### config.mk
export PLATFORM = sky130hd
export DESIGN_NAME = load_store_unit
export DESIGN_NICKNAME = d
export VERILOG_FILES = /design/src/rtl/load_store_unit_pkg.sv /design/src/rtl/load_store_unit_extender.sv /design/src/rtl/load_store_unit.sv
export SDC_FILE = /design/constraint.sdc
export NUM_CORES = 1
export LEC_CHECK = 0
export ABC_AREA = 0
export BUFFER_PORTS_ARGS = -buffer_cell sky130_fd_sc_hd__clkbuf_2
export CAP_MARGIN = 20
export CELL_PAD_IN_SITES_DETAIL_PLACEMENT = 1
export CELL_PAD_IN_SITES_GLOBAL_PLACEMENT = 2
export CORE_MARGIN = 2
export CORE_UTILIZATION = 33
export DETAILED_ROUTE_END_ITERATION = 10
export PLACE_DENSITY_LB_ADDON = 0.12
export RECOVER_POWER = 50
export SKIP_LAST_GASP = 1
export SLEW_MARGIN = 20
export SYNTH_ARGS = -nofsm -noshare
export SYNTH_HDL_FRONTEND = slang
export SYNTH_SLANG_ARGS = --single-unit
### constraint.sdc
create_clock -name clock -period 5 [get_ports clock]
set_input_delay 0.5 -clock clock [delete_from_list [all_inputs] [get_ports clock]]
set_output_delay 0.5 -clock clock [all_outputs]
set_load 0.1 [all_outputs]
### src/rtl/load_store_unit_pkg.sv
// Shared definitions for the load/store unit: funct3 codes, FSM states,
// access-size masks and request-classification helpers.
package load_store_unit_pkg;

   typedef enum logic [1:0] {
      ST_IDLE    = 2'd0,
      ST_RD_WAIT = 2'd1,
      ST_RD_HI   = 2'd2,
      ST_WR_HI   = 2'd3
   } lsu_state_t;

   localparam logic [2:0] F3_B  = 3'b000;
   localparam logic [2:0] F3_H  = 3'b001;
   localparam logic [2:0] F3_W  = 3'b010;
   localparam logic [2:0] F3_BU = 3'b100;
   localparam logic [2:0] F3_HU = 3'b101;

   localparam logic [3:0] MASK_B = 4'b0001;
   localparam logic [3:0] MASK_H = 4'b0011;
   localparam logic [3:0] MASK_W = 4'b1111;

   function automatic logic [3:0] size_mask(input logic [1:0] size);
      logic [3:0] m;
      case (size)
         2'b00:   m = MASK_B;
         2'b01:   m = MASK_H;
         default: m = MASK_W;
      endcase
      return m;
   endfunction

   // Stores have no unsigned variants, so LBU/LHU codes are only legal for loads.
   function automatic logic f3_legal(input logic we, input logic [2:0] f3);
      logic ok;
      case (f3)
         F3_B, F3_H, F3_W: ok = 1'b1;
         F3_BU, F3_HU:     ok = !we;
         default:          ok = 1'b0;
      endcase
      return ok;
   endfunction

   function automatic logic is_misaligned(input logic [1:0] size, input logic [1:0] off);
      return ((size == 2'b01) && (off == 2'b11)) || ((size == 2'b10) && (off != 2'b00));
   endfunction

endpackage

### src/rtl/load_store_unit_extender.sv
// load_extender: picks the addressed bytes out of a {hi,lo} word pair and
// sign- or zero-extends them according to the load funct3.
module load_extender
   import load_store_unit_pkg::*;
(
   input  logic [63:0] pair,
   input  logic [1:0]  offset,
   input  logic [2:0]  funct3,
   output logic [31:0] rdata
);

   logic [31:0] lane_s;

   assign lane_s = 32'(pair >> {offset, 3'b000});

   // Extension by access size and signedness.
   always_comb begin
      rdata = 32'h0000_0000;
      case (funct3)
         F3_B:    rdata = {{24{lane_s[7]}}, lane_s[7:0]};
         F3_H:    rdata = {{16{lane_s[15]}}, lane_s[15:0]};
         F3_W:    rdata = lane_s;
         F3_BU:   rdata = {24'h00_0000, lane_s[7:0]};
         F3_HU:   rdata = {16'h0000, lane_s[15:0]};
         default: rdata = 32'h0000_0000;
      endcase
   end

endmodule

### src/rtl/load_store_unit.sv
// load_store_unit: RV32I load/store sequencer for a single-port memory with one-cycle read latency.
// Define MISALIGNED_SPLIT_EN to split misaligned accesses into two word accesses instead of rejecting them.
module load_store_unit
   import load_store_unit_pkg::*;
#(
   parameter int ADDR_WIDTH = 10
)(
   input  logic                  clock,
   input  logic                  reset,
   input  logic                  req_valid,
   output logic                  req_ready,
   input  logic                  req_we,
   input  logic [2:0]            req_funct3,
   input  logic [31:0]           req_addr,
   input  logic [31:0]           req_wdata,
   output logic                  resp_valid,
   output logic                  resp_err,
   output logic [31:0]           resp_rdata,
   output logic [ADDR_WIDTH-1:0] mem_address,
   output logic [3:0]            mem_byteena,
   output logic [31:0]           mem_data,
   output logic                  mem_wren,
   input  logic [31:0]           mem_q
);

`ifdef MISALIGNED_SPLIT_EN
   localparam logic SPLIT_EN = 1'b1;
`else
   localparam logic SPLIT_EN = 1'b0;
`endif

   lsu_state_t            state_r, state_n;
   logic                  accept_s, legal_s, mis_s;
   logic                  resp_set_s, err_set_s;
   logic [ADDR_WIDTH-1:0] word_addr_s;
   logic [7:0]            be_pair_s;
   logic [63:0]           data_pair_s;
   logic [63:0]           ext_pair_s;
   logic [31:0]           ext_rdata_s;
   logic                  unused_s;

   logic                  resp_valid_r, resp_err_r, split_r;
   logic [1:0]            off_r;
   logic [2:0]            funct3_r;
   logic [ADDR_WIDTH-1:0] hi_addr_r;
   logic [3:0]            be_hi_r;
   logic [31:0]           data_hi_r, lo_r;

   assign unused_s    = ^req_addr[31:ADDR_WIDTH+2];
   assign req_ready   = (state_r == ST_IDLE) && !reset;
   assign accept_s    = req_valid && req_ready;
   assign legal_s     = f3_legal(req_we, req_funct3);
   assign mis_s       = is_misaligned(req_funct3[1:0], req_addr[1:0]);
   assign word_addr_s = req_addr[ADDR_WIDTH+1:2];
   // Upper half of each pair spills into the following word when the access crosses it.
   assign be_pair_s   = {4'b0000, size_mask(req_funct3[1:0])} << req_addr[1:0];
   assign data_pair_s = {32'h0000_0000, req_wdata} << {req_addr[1:0], 3'b000};

   assign ext_pair_s  = split_r ? {mem_q, lo_r} : {32'h0000_0000, mem_q};

   load_extender u_load_extender (
      .pair   (ext_pair_s),
      .offset (off_r),
      .funct3 (funct3_r),
      .rdata  (ext_rdata_s)
   );

   assign resp_valid = resp_valid_r || (state_r == ST_RD_WAIT);
   assign resp_err   = resp_err_r;
   assign resp_rdata = (state_r == ST_RD_WAIT) ? ext_rdata_s : 32'h0000_0000;

   // Next-state and memory-port decode.
   always_comb begin
      state_n     = state_r;
      mem_address = word_addr_s;
      mem_byteena = be_pair_s[3:0];
      mem_data    = data_pair_s[31:0];
      mem_wren    = 1'b0;
      resp_set_s  = 1'b0;
      err_set_s   = 1'b0;
      case (state_r)
         ST_IDLE: begin
            if (!accept_s) begin
               state_n = ST_IDLE;
            end else if (!legal_s || (mis_s && !SPLIT_EN)) begin
               resp_set_s = 1'b1;
               err_set_s  = 1'b1;
            end else if (req_we) begin
               mem_wren = 1'b1;
               if (mis_s) begin
                  state_n = ST_WR_HI;
               end else begin
                  resp_set_s = 1'b1;
               end
            end else begin
               state_n = mis_s ? ST_RD_HI : ST_RD_WAIT;
            end
         end
         ST_RD_HI: begin
            mem_address = hi_addr_r;
            mem_byteena = 4'b1111;
            mem_data    = 32'h0000_0000;
            state_n     = ST_RD_WAIT;
         end
         ST_RD_WAIT: begin
            mem_address = hi_addr_r;
            mem_byteena = 4'b0000;
            mem_data    = 32'h0000_0000;
            state_n     = ST_IDLE;
         end
         ST_WR_HI: begin
            mem_address = hi_addr_r;
            mem_byteena = be_hi_r;
            mem_data    = data_hi_r;
            mem_wren    = 1'b1;
            resp_set_s  = 1'b1;
            state_n     = ST_IDLE;
         end
         default: begin
            state_n = ST_IDLE;
         end
      endcase
   end

   // State, response flags and the per-request context used after acceptance.
   always_ff @(posedge clock or posedge reset) begin
      if (reset) begin
         state_r      <= ST_IDLE;
         resp_valid_r <= 1'b0;
         resp_err_r   <= 1'b0;
         split_r      <= 1'b0;
         off_r        <= 2'b00;
         funct3_r     <= 3'b000;
         hi_addr_r    <= {ADDR_WIDTH{1'b0}};
         be_hi_r      <= 4'b0000;
         data_hi_r    <= 32'h0000_0000;
         lo_r         <= 32'h0000_0000;
      end else begin
         state_r      <= state_n;
         resp_valid_r <= resp_set_s;
         resp_err_r   <= err_set_s;
         if (accept_s) begin
            split_r   <= mis_s;
            off_r     <= req_addr[1:0];
            funct3_r  <= req_funct3;
            hi_addr_r <= word_addr_s + {{(ADDR_WIDTH-1){1'b0}}, 1'b1};
            be_hi_r   <= be_pair_s[7:4];
            data_hi_r <= data_pair_s[63:32];
         end
         if (state_r == ST_RD_HI) begin
            lo_r <= mem_q;
         end
      end
   end

endmodule

==> out/results.ini, run 1 <==
[clock_network]
ctsResizeCount = 0
clock-sinks = 79
cts_buffers = 9
cts_tree = yes
post_cts_buffers = 0
root_buffer = clkbuf_16
holdBufCountCts = 0
htreeDepth = 3
cts_buffer_depth = 2
path_clk_slew_ns = 0.06
clk_latency_ns = 0.34

[synth]
syn_inst = 636
synth_common_cells = mux2i_1, nand2_1, dfrtp_1, nor2_1, mux2_2
synth.avg_cell_area_um2 = 9.31
synth_top_area_share = 0.334
synth_edf_count = 0
synth_async_sr_flop_share = 1.00
seq_area_frac_synth = 0.334
ys.flop_type = dfrtp_1
synth_warnings = 0
yosys.area.top_type = dfrtp_1
synth_cell_type_count = 48
synth_seq_cells = 79
mappedNetlistNets = 745
yosysMostFrequentCell = mux2i_1
syn_area_mm2 = 0.00592
synth_area_leaders = dfrtp_1, mux2i_1, mux2_2, nand2_1, o21ai_0

[floorplanning]
ioPinCount = 185
fp-row-count = 48
die_y_um = 138
die_area_mm2 = 0.0190
coreArea_mm2 = 0.0174
initial_core_util = 0.340
fp.dieW_um = 138

[sta]
setup_slack_ns = 0.977
fin_crit_sh = 0.805
drv_slew = 68
finalHoldViolations = 0
relSlewSlack = -0.235
setup_viol = 0
hold_ws_ns = 0.395
setup-tns-final_ns = 0
rsz0062_at_grt = false
worst_pin_slew_ns = 1.85
clock-skew-final_ns = 0.00436
fin_crit_ns = 4.02
fmax_ghz = 0.249

[cells_and_area]
nNetsFinal = 876
diodes = 0
drive_above_1_share = 0.332
area_growth_pct = 20.8

[grt]
grtUsageTotal = 0.205
grt_pass1_wl_mm = 30.1
grt_overflow = 0
grt_max_degree = 47
antenna_found_initial = 1
grt_pass1_vias = 5716

[pwr]
internal-power_mw = 1.89
peakVddDrop_mv = 0.426
p_leak_nw = 3.56
p_comb_frac = 0.582
switching_power_mw = 2.42
power_frac_seq = 0.229
p_total_mw = 4.31
clockPowerShare = 0.190
powerDensity_mw_per_mm2 = 602
p_sw_frac = 0.562

[drt]
final_antenna_net_count = 0
route.detailed.wl_per_inst_um = 19.1
drtIter0Drc = 246
wirelength_mm = 19.1
detail_route.vias_per_cell = 5.43
drc = 0
vias = 5409
drt_pass1_iterations = 4

[critical_path]
crit_path_start_kind = flip-flop
cp-end-kind = output pin
path_class = flip-flop to output pin
crit_chain = inv_1 > ha_1 > nand2b_1 > nor2_1 > a22o_1 > clkbuf_2
slowest_stage = nor2_1
cpPeakStageDelay_ns = 0.83
r2r_setup_slack_ns = 2.22
worstPathMaxFanout = 18
cp_data_required_time_ns = 4.50
crit_arrival_ns = 3.52
cp.buffers_inverters = 2
crit_family = simple AND/OR/NAND/NOR gates

[placed_design]
gp_congestion = 0.788
dp_hpwl_mm = 13.4
port-buffer-count = 164
dpl_worst_slack_ns = 1.38

[outcome]
outcome = finished with violations
failed_checks = max-capacitance violations, max-slew violations

[job]
cap_violations = 2

[worst_hold_path]
hold_class = primary input to flip-flop

-- logic make-up after synthesis --
group,share of synthesized area
AND/OR/NAND/NOR,0.183
multiplexers,0.276
AO/OA/AOI/OAI,0.129
flip-flops,0.334
buffers and inverters,0.0526
XOR/XNOR,0.0118
adder cells (fa/ha/maj),0.0127
-- worst reg2reg max path, cell delays in order, from the launching register on --
cell and delay (ns):
dfrtp_1 0.41, inv_1 0.12, ha_1 0.29, clkbuf_1 1.37, mux2_2 0.47
-- cell type report --
class,count,area (um2)
fill,2050,10300
multi-input combinational,500,3640
sequential,79,1980
timing repair buffer,172,871
tap,225,282
clock buffer,9,225
clock inverter,7,135
inverter,5,20.0
-- power groups by stage --
stage | Clock, mW | Combinational, mW | Sequential [mW]
after global placement | 0 | 2.49 | 0.990
after detailed placement | 0 | 2.52 | 0.997
after CTS | 0.836 | 2.53 | 0.987
after floorplan | 0 | 2.27 | 0.839
final | 0.817 | 2.51 | 0.986
after global routing | 0.865 | 2.64 | 1.02
-- routing by layer --
metal,vias to the layer above,GRT usage,routed length (um)
li1,2552,-,-
met4,2,0.0641,233
met5,-,0,12
met1,2711,0.259,8400
met3,18,0.0395,984
met2,126,0.354,9440
-- layout by cell type (no fill, tap or decap), types with 9 or more instances in the layout --
cell / n
nand3_1: 30
a22o_1: 24
nand2b_1: 13
mux2i_1: 87
clkbuf_2: 162
o21ai_0: 46
and3_1: 9
nand2_1: 80
nor2_1: 57
clkbuf_16: 9
nor2b_1: 20
mux4_2: 9
a211oi_1: 10
dfrtp_1: 76
mux2_2: 50
-- registers in the layout, indices dropped and copies added (netlist names) --
signal / count
lo_r: 32
data_hi_r: 24
hi_addr_r: 10
be_hi_r: 3
funct3_r: 3
off_r: 2
state_r: 2
resp_err: 1
resp_valid_r: 1
split_r: 1
-- final timing paths --
check,startpoint,to,cells after the start
worst max register to register,state_r[0],lo_r[20],4
worst min register to register,hi_addr_r[1],hi_addr_r[1],2
max in group asynchronous,reset,off_r[0],3
worst max-delay path,state_r[1],mem_data[7],6
min in group asynchronous,reset,hi_addr_r[8],2
worst min-delay path,req_funct3[2],funct3_r[2],3
-- stage by stage --
step            util  std cells  area (um2)
2_1_floorplan      -        636        5920
3_3_place_gp   0.390        981        6800
3_5_place_dp   0.390        981        6800
4_1_cts        0.411        997        7160
5_1_grt        0.411        997        7160
6_report       0.411        997        7160
Power figures use the tool's default switching activity.
==> run 2: changes to the inputs <==
ABC_AREA = 1   (was 0)
CORE_UTILIZATION = 25   (was 33)
clock period = 3.65 ns   (was 5 ns; I/O delays follow)
==> run 2 against run 1 <==
Effect of this change: the flow still finishes with violations (max-capacitance violations, max-slew violations); wire length up 29%; core utilization decreased by 7.2 points; register-to-register slack worse by 1.5 ns; clock power rose by 25%; non-clock buffer count increased by 11; sequential share of layout area decreased by 2.9 points; critical path depth fell by 1; total power is 7.4% lower; count of clock-buffer cells in the layout is 2 higher; die area up 33%.
==> out/results.ini, run 2 <==
[drt]
wirelength_mm = 24.7  ; was 19.1 mm
wl_met2_mm = 11.9  ; was 9.44 mm
route.detailed.wl_per_inst_um = 18.0  ; was 19.1 um
wirelength_met1_mm = 11.5  ; was 8.40 mm
drtIter0Drc = 275  ; was 246
detail_route.vias_per_cell = 4.80  ; was 5.43
dr_wl_met3_um = 992  ; was 984 um
vias = 6571  ; was 5409
final_antenna_net_count = 0  ; unchanged
drt_pass1_iterations = 5  ; was 4
drc = 0  ; unchanged
top_layer = met4  ; was met5

[critical_path]
crit_path_start_kind = flip-flop  ; unchanged
cp-end-kind = output pin  ; unchanged
path_class = flip-flop to output pin  ; unchanged
worstPathMaxFanout = 26  ; was 18
slowest_stage = ha_1  ; was nor2_1
cpPeakStageDelay_ns = 0.93  ; was 0.83 ns
cp_data_required_time_ns = 3.28  ; was 4.50 ns
crit_chain = inv_1 > ha_1 > nand2_1 > o211ai_1 > clkbuf_2  ; was inv_1 > ha_1 > nand2b_1 > nor2_1 > a22o_1 > clkbuf_2
crit_arrival_ns = 2.86  ; was 3.52 ns

[cells_and_area]
nNetsFinal = 1154  ; was 876
largest_register_ffs = 32  ; unchanged
post-route-util = 0.339  ; was 0.411
final_cell_mix = nand2_1, nand3_1, clkbuf_2  ; was clkbuf_2, mux2i_1, nand2_1
diodes = 0  ; unchanged
layout_commonest_cell = nand2_1  ; was clkbuf_2
fin_area_mm2 = 0.00797  ; was 0.00716 mm2
regMostFlops = lo_r  ; unchanged
final_cells = 1369  ; was 997
area_growth_pct = 32.8  ; was 20.8%
fillers = 3007  ; was 2050
drive_above_1_share = 0.207  ; was 0.332
reg.largest.list = lo_r: 32 flops, data_hi_r: 24 flops, hi_addr_r: 10 flops  ; unchanged

[placed_design]
gp_congestion = 0.759  ; was 0.788
port-buffer-count = 164  ; unchanged
place_area_mm2 = 0.00766  ; was 0.00680 mm2
dp_cells = 1352  ; was 981
dp_hpwl_mm = 17.9  ; was 13.4 mm

[clock_network]
cts_tree = yes  ; unchanged
post_cts_buffers = 0  ; unchanged
path_clk_slew_ns = 0.07  ; was 0.06 ns
root_buffer = clkbuf_16  ; unchanged
htreeDepth = 3  ; unchanged
clock-sinks = 79  ; unchanged
cts_buffer_depth = 2  ; unchanged
clk_latency_ns = 0.35  ; was 0.34 ns
cts_buffers = 9  ; unchanged

[pwr]
powerDensity_mw_per_mm2 = 501  ; was 602 mW/mm2
peakVddDrop_mv = 0.192  ; was 0.426 mV
p_total_mw = 3.99  ; was 4.31 mW
p_leak_nw = 4.06  ; was 3.56 nW

[worst_hold_path]
hold_class = primary input to flip-flop  ; unchanged

[synth]
synth_top_area_share = 0.329  ; was 0.334
yosysMostFrequentCell = nand2_1  ; was mux2i_1
yosys.area.top_type = dfrtp_1  ; unchanged
syn_inst = 910  ; was 636
synth_area_leaders = dfrtp_1, nand2_1, nand3_1, o21ai_0, inv_1  ; was dfrtp_1, mux2i_1, mux2_2, nand2_1, o21ai_0
synth_async_sr_flop_share = 1.00  ; unchanged
synth_seq_cells = 79  ; unchanged
synth_edf_count = 0  ; unchanged
synth_cell_type_count = 35  ; was 48
synth_warnings = 0  ; unchanged
syn_area_mm2 = 0.00600  ; was 0.00592 mm2
synth.avg_cell_area_um2 = 6.59  ; was 9.31 um2
synth_common_cells = nand2_1, nand3_1, inv_1, o21ai_0, dfrtp_1  ; was mux2i_1, nand2_1, dfrtp_1, nor2_1, mux2_2
seq_area_frac_synth = 0.329  ; was 0.334
ys.flop_type = dfrtp_1  ; unchanged
mappedNetlistNets = 1019  ; was 745

[floorplanning]
die_y_um = 159  ; was 138 um
fp-row-count = 56  ; was 48
fp.dieW_um = 159  ; was 138 um
initial_core_util = 0.255  ; was 0.340
die_area_mm2 = 0.0253  ; was 0.0190 mm2
coreArea_mm2 = 0.0235  ; was 0.0174 mm2
ioPinCount = 185  ; unchanged

[grt]
antenna_found_initial = 0  ; was 1
grt_overflow = 0  ; unchanged
grt_pass1_wl_mm = 39.0  ; was 30.1 mm
grt_max_degree = 42  ; was 47
grt_pass1_vias = 6833  ; was 5716
grtUsageTotal = 0.195  ; was 0.205

[sta]
fin_crit_ns = 3.23
setup_viol = 0  ; unchanged
clock-skew-final_ns = 0.00598  ; was 0.00436 ns
finalHoldViolations = 0  ; unchanged
worst_pin_slew_ns = 1.88  ; was 1.85 ns
fin_crit_sh = 0.884
relSlewSlack = -0.253  ; was -0.235
drv_slew = 65  ; was 68
rsz0062_at_grt = false  ; unchanged
fmax_ghz = 0.310

[outcome]
failed_checks = max-capacitance violations, max-slew violations  ; unchanged
outcome = finished with violations  ; unchanged

[job]
cap_violations = 2  ; unchanged

==> run 2: layout make-up <==
type	instances	area (um2)	area share
inverter	99	375	0.0471
clock inverter	5	81.3	0.0102
timing repair buffer	183	1620	0.203
clock buffer	11	243	0.0305
tap	319	399	0.0501
multi-input combinational	673	3280	0.411
sequential	79	1980	0.248
==> run 2: path summary, 6_finish.rpt <==
kind	start	to	slack [ns]	cells past startpoint
worst max-delay path	state_r[0]	mem_byteena[0]	0.42	5
worst min-delay path	mem_q[27]	lo_r[27]	0.27	2
worst max register to register	state_r[0]	lo_r[12]	0.68	4
worst min register to register	hi_addr_r[5]	hi_addr_r[5]	0.49	2
max in group asynchronous	reset	data_hi_r[5]	0.76	4
min in group asynchronous	reset	lo_r[6]	0.71	3
==> run 2: cells by family after synthesis <==
logic type                 after synthesis  share of synthesized area
and+or+nand+nor                        471                      0.329
AOI/OAI and AO/OA                      172                      0.161
DFF                                     79                      0.329
xor gates and xnor gates                 3                    0.00438
muxes                                   21                     0.0384
adders and majority gates                6                     0.0125
buffers and inverters                  158                      0.124
==> run 2: worst max-delay path, delay by kind of cell, from the launching register on <==
family	cells	cell delay [ns]
buf+inv	2	0.63
fa+ha+maj	1	0.93
compound gates	1	0.24
flops	1	0.41
simple gates	1	0.31
==> run 2: timing repair <==
action,in CTS,in global routing
resized for setup,0,0
hold buffers,1,0
hold endpoints to repair,16,0
==> run 2: metrics by stage <==
step | TNS (ns) | worst slack, ns | hold WS [ns]
2_1_floorplan | -0.00626 | -0.00626 | 0.449
3_3_place_gp | 0 | 0.821 | 0.357
3_5_place_dp | 0 | 0.829 | 0.362
4_1_cts | 0 | 0.418 | 0.254
5_1_grt | 0 | 0.175 | 0.272
6_report | 0 | 0.423 | 0.266
==> run 2: where the power goes <==
group	switching (mW)	internal [mW]
registers	0.0612	0.972
logic	1.43	0.512
clock network	0.396	0.619
==> run 2: metal layers <==
layer,GRT usage,up-vias
met3,0.0302,18
met5,0,-
li1,-,3262
met1,0.256,3148
met4,0.0488,0
met2,0.336,143
==> run 3: changes to the inputs <==
CELL_PAD_IN_SITES_DETAIL_PLACEMENT = not set   (was 1)
CELL_PAD_IN_SITES_GLOBAL_PLACEMENT = not set   (was 2)
CORE_UTILIZATION = 48   (was 25)
==> run 3 against run 2 <==
Effect of this change: the run still ends with max-capacitance violations, max-slew violations left; total power decreased by 5.3%; critical path depth increased by 1; first-iteration DRC count increased by 92%; sequential cell count unchanged; worst hold slack got worse by 0.013 ns; clock power decreased by 4%; sequential share of layout area increased by 1.7 points; worst setup slack got worse by 0.20 ns; sequential power about the same; combinational power decreased by 8%; design area decreased by 6.5%.
==> out/results.ini, run 3 (same netlist as run 2, synthesis figures left out) <==
[sta]
worst_pin_slew_ns = 2.22  ; was 1.88 ns
relSlewSlack = -0.480  ; was -0.253
clock-skew-final_ns = 0.00578  ; was 0.00598 ns
fin_crit_sh = 0.939  ; was 0.884
rsz0062_at_grt = false  ; unchanged
finalHoldViolations = 0  ; unchanged
setup_slack_ns = 0.224  ; was 0.423 ns
fmax_ghz = 0.292  ; was 0.310 GHz
setup_viol = 0  ; unchanged
fin_crit_ns = 3.43  ; was 3.23 ns
setup-tns-final_ns = 0  ; unchanged
hold_ws_ns = 0.253  ; was 0.266 ns
drv_slew = 112  ; was 65

[cells_and_area]
fillers = 1202  ; was 3007
fin_area_mm2 = 0.00745  ; was 0.00797 mm2
diodes = 0  ; unchanged
drive_above_1_share = 0.205  ; was 0.207
layout_commonest_cell = nand2_1  ; unchanged
final_cell_mix = nand2_1, clkbuf_2, nand3_1  ; was nand2_1, nand3_1, clkbuf_2
largest_register_ffs = 32  ; unchanged
regMostFlops = lo_r  ; unchanged
nNetsFinal = 1149  ; was 1154
reg.largest.list = lo_r: 32 flops, data_hi_r: 24 flops, hi_addr_r: 10 flops  ; unchanged
area_growth_pct = 24.2  ; was 32.8%

[clock_network]
cts_buffer_depth = 2  ; unchanged
cts_buffers = 9  ; unchanged
root_buffer = clkbuf_16  ; unchanged
clk_latency_ns = 0.35  ; about the same
htreeDepth = 3  ; unchanged
ctsResizeCount = 0  ; unchanged
cts_tree = yes  ; unchanged
path_clk_slew_ns = 0.06  ; was 0.07 ns
clock-sinks = 79  ; unchanged

[critical_path]
r2r_cells = 4  ; unchanged
cpPeakStageDelay_ns = 0.51  ; was 0.93 ns
crit_chain = inv_1 > ha_1 > nor2_4 > clkinv_1 > o22ai_1 > clkbuf_2  ; was inv_1 > ha_1 > nand2_1 > o211ai_1 > clkbuf_2
worstPathMaxFanout = 18  ; was 26
crit_arrival_ns = 3.06  ; was 2.86 ns
r2r_end = lo_r[1]  ; was lo_r[12]
startpoint = state_r[0]  ; unchanged
slowest_stage = clkbuf_2  ; was ha_1
cp_data_required_time_ns = 3.28  ; about the same
r2r_setup_slack_ns = 0.69  ; was 0.68 ns
path_class = flip-flop to output pin  ; unchanged
r2r_start = state_r[0]  ; unchanged
cp-end-kind = output pin  ; unchanged
crit_path_start_kind = flip-flop  ; unchanged
setup.worst_path.end = mem_data[12]  ; was mem_byteena[0]

[grt]
antenna_found_initial = 0  ; unchanged
grt_max_degree = 63  ; was 42
grt_overflow = 0  ; unchanged
grt_pass1_wl_mm = 29.5  ; was 39.0 mm
grt_pass1_vias = 5980  ; was 6833
grtUsageTotal = 0.276  ; was 0.195

[floorplanning]
fp.dieW_um = 116  ; was 159 um
ioPinCount = 185  ; unchanged
coreArea_mm2 = 0.0121  ; was 0.0235 mm2
die_area_mm2 = 0.0134  ; was 0.0253 mm2
die_y_um = 116  ; was 159 um
fp-row-count = 40  ; was 56
initial_core_util = 0.495  ; was 0.255

[drt]
drt_pass1_iterations = 6  ; was 5
drtIter0Drc = 528  ; was 275
vias = 6583  ; was 6571
drc = 0  ; unchanged
wirelength_mm = 18.0  ; was 24.7 mm
detail_route.vias_per_cell = 5.43  ; was 4.80
route.detailed.wl_per_inst_um = 14.8  ; was 18.0 um
final_antenna_net_count = 0  ; unchanged

[pwr]
peakVddDrop_mv = 0.349  ; was 0.192 mV
powerDensity_mw_per_mm2 = 508  ; was 501 mW/mm2
p_total_mw = 3.78  ; was 3.99 mW
p_leak_nw = 3.96  ; was 4.06 nW

[job]
cap_violations = 2  ; unchanged

[worst_hold_path]
hold_class = primary input to flip-flop  ; unchanged

[placed_design]
dp_hpwl_mm = 12.7  ; was 17.9 mm
dpl_worst_slack_ns = 0.594  ; was 0.829 ns
place_area_mm2 = 0.00714  ; was 0.00766 mm2
port-buffer-count = 164  ; unchanged
gp_congestion = 0.875  ; was 0.759

[outcome]
outcome = finished with violations  ; unchanged
failed_checks = max-capacitance violations, max-slew violations  ; unchanged

-- run 3: report_power, final --
| group | total (mW) | switching (mW) | leakage [nW] | internal [mW] |
|---|---|---|---|---|
| combinational | 1.78 | 1.35 | 2.84 | 0.431 |
| sequential | 1.02 | 0.0507 | 0.969 | 0.973 |
| clock | 0.978 | 0.377 | 0.154 | 0.601 |
| total | 3.78 | 1.78 | 3.96 | 2.00 |
-- run 3: area by class of cell --
cell class | count | area (um2) | area share
clock buffers | 11 | 233 | 0.0312
flip-flops and latches | 79 | 1980 | 0.265
multi-input cells | 673 | 3280 | 0.440
inverters | 99 | 375 | 0.0504
repair buffers | 178 | 1300 | 0.174
clock inverters | 5 | 82.6 | 0.0111
well taps | 168 | 210 | 0.0282
-- run 3: worst min-delay path by stage --
stage	to	depth (start not counted)	startpoint	slack [ns]
6_report	funct3_r[2]	3	req_funct3[2]	0.25
5_1_grt	funct3_r[2]	3	req_funct3[2]	0.28
4_1_cts	funct3_r[2]	3	req_funct3[2]	0.24
3_5_place_dp	lo_r[0]	2	reset	0.35
3_3_place_gp	lo_r[0]	2	reset	0.35
2_1_floorplan	be_hi_r[1]	2	be_hi_r[1]	0.45
-- run 3: metal layers --
| layer | part of all wire | track usage |
|---|---|---|
| met2 | 0.46 | 0.443 |
| met4 | 0.017 | 0.0825 |
| met1 | 0.44 | 0.382 |
| met3 | 0.079 | 0.0518 |
| met5 | 0 | 0 |
-- run 3: repair_timing --
action | CTS | global route
hold buffers | 1 | 0
endpoints found under the hold margin | 17 | 0
setup buffers | 0 | 0
-- run 3: critical path: cells and delay by family, from the launching register on --
kind	cells	cell delay [ns]
fa+ha+maj	1	0.45
flops	1	0.40
buf+inv	3	1.11
simple gates	1	0.33
compound gates	1	0.41
-- run 3: metrics by stage --
stage / util / instances
final: 0.615 / 1213
after global routing: 0.615 / 1213
after CTS: 0.617 / 1213
after detailed placement: 0.590 / 1196
after global placement: 0.590 / 1196
after floorplan: - / 910
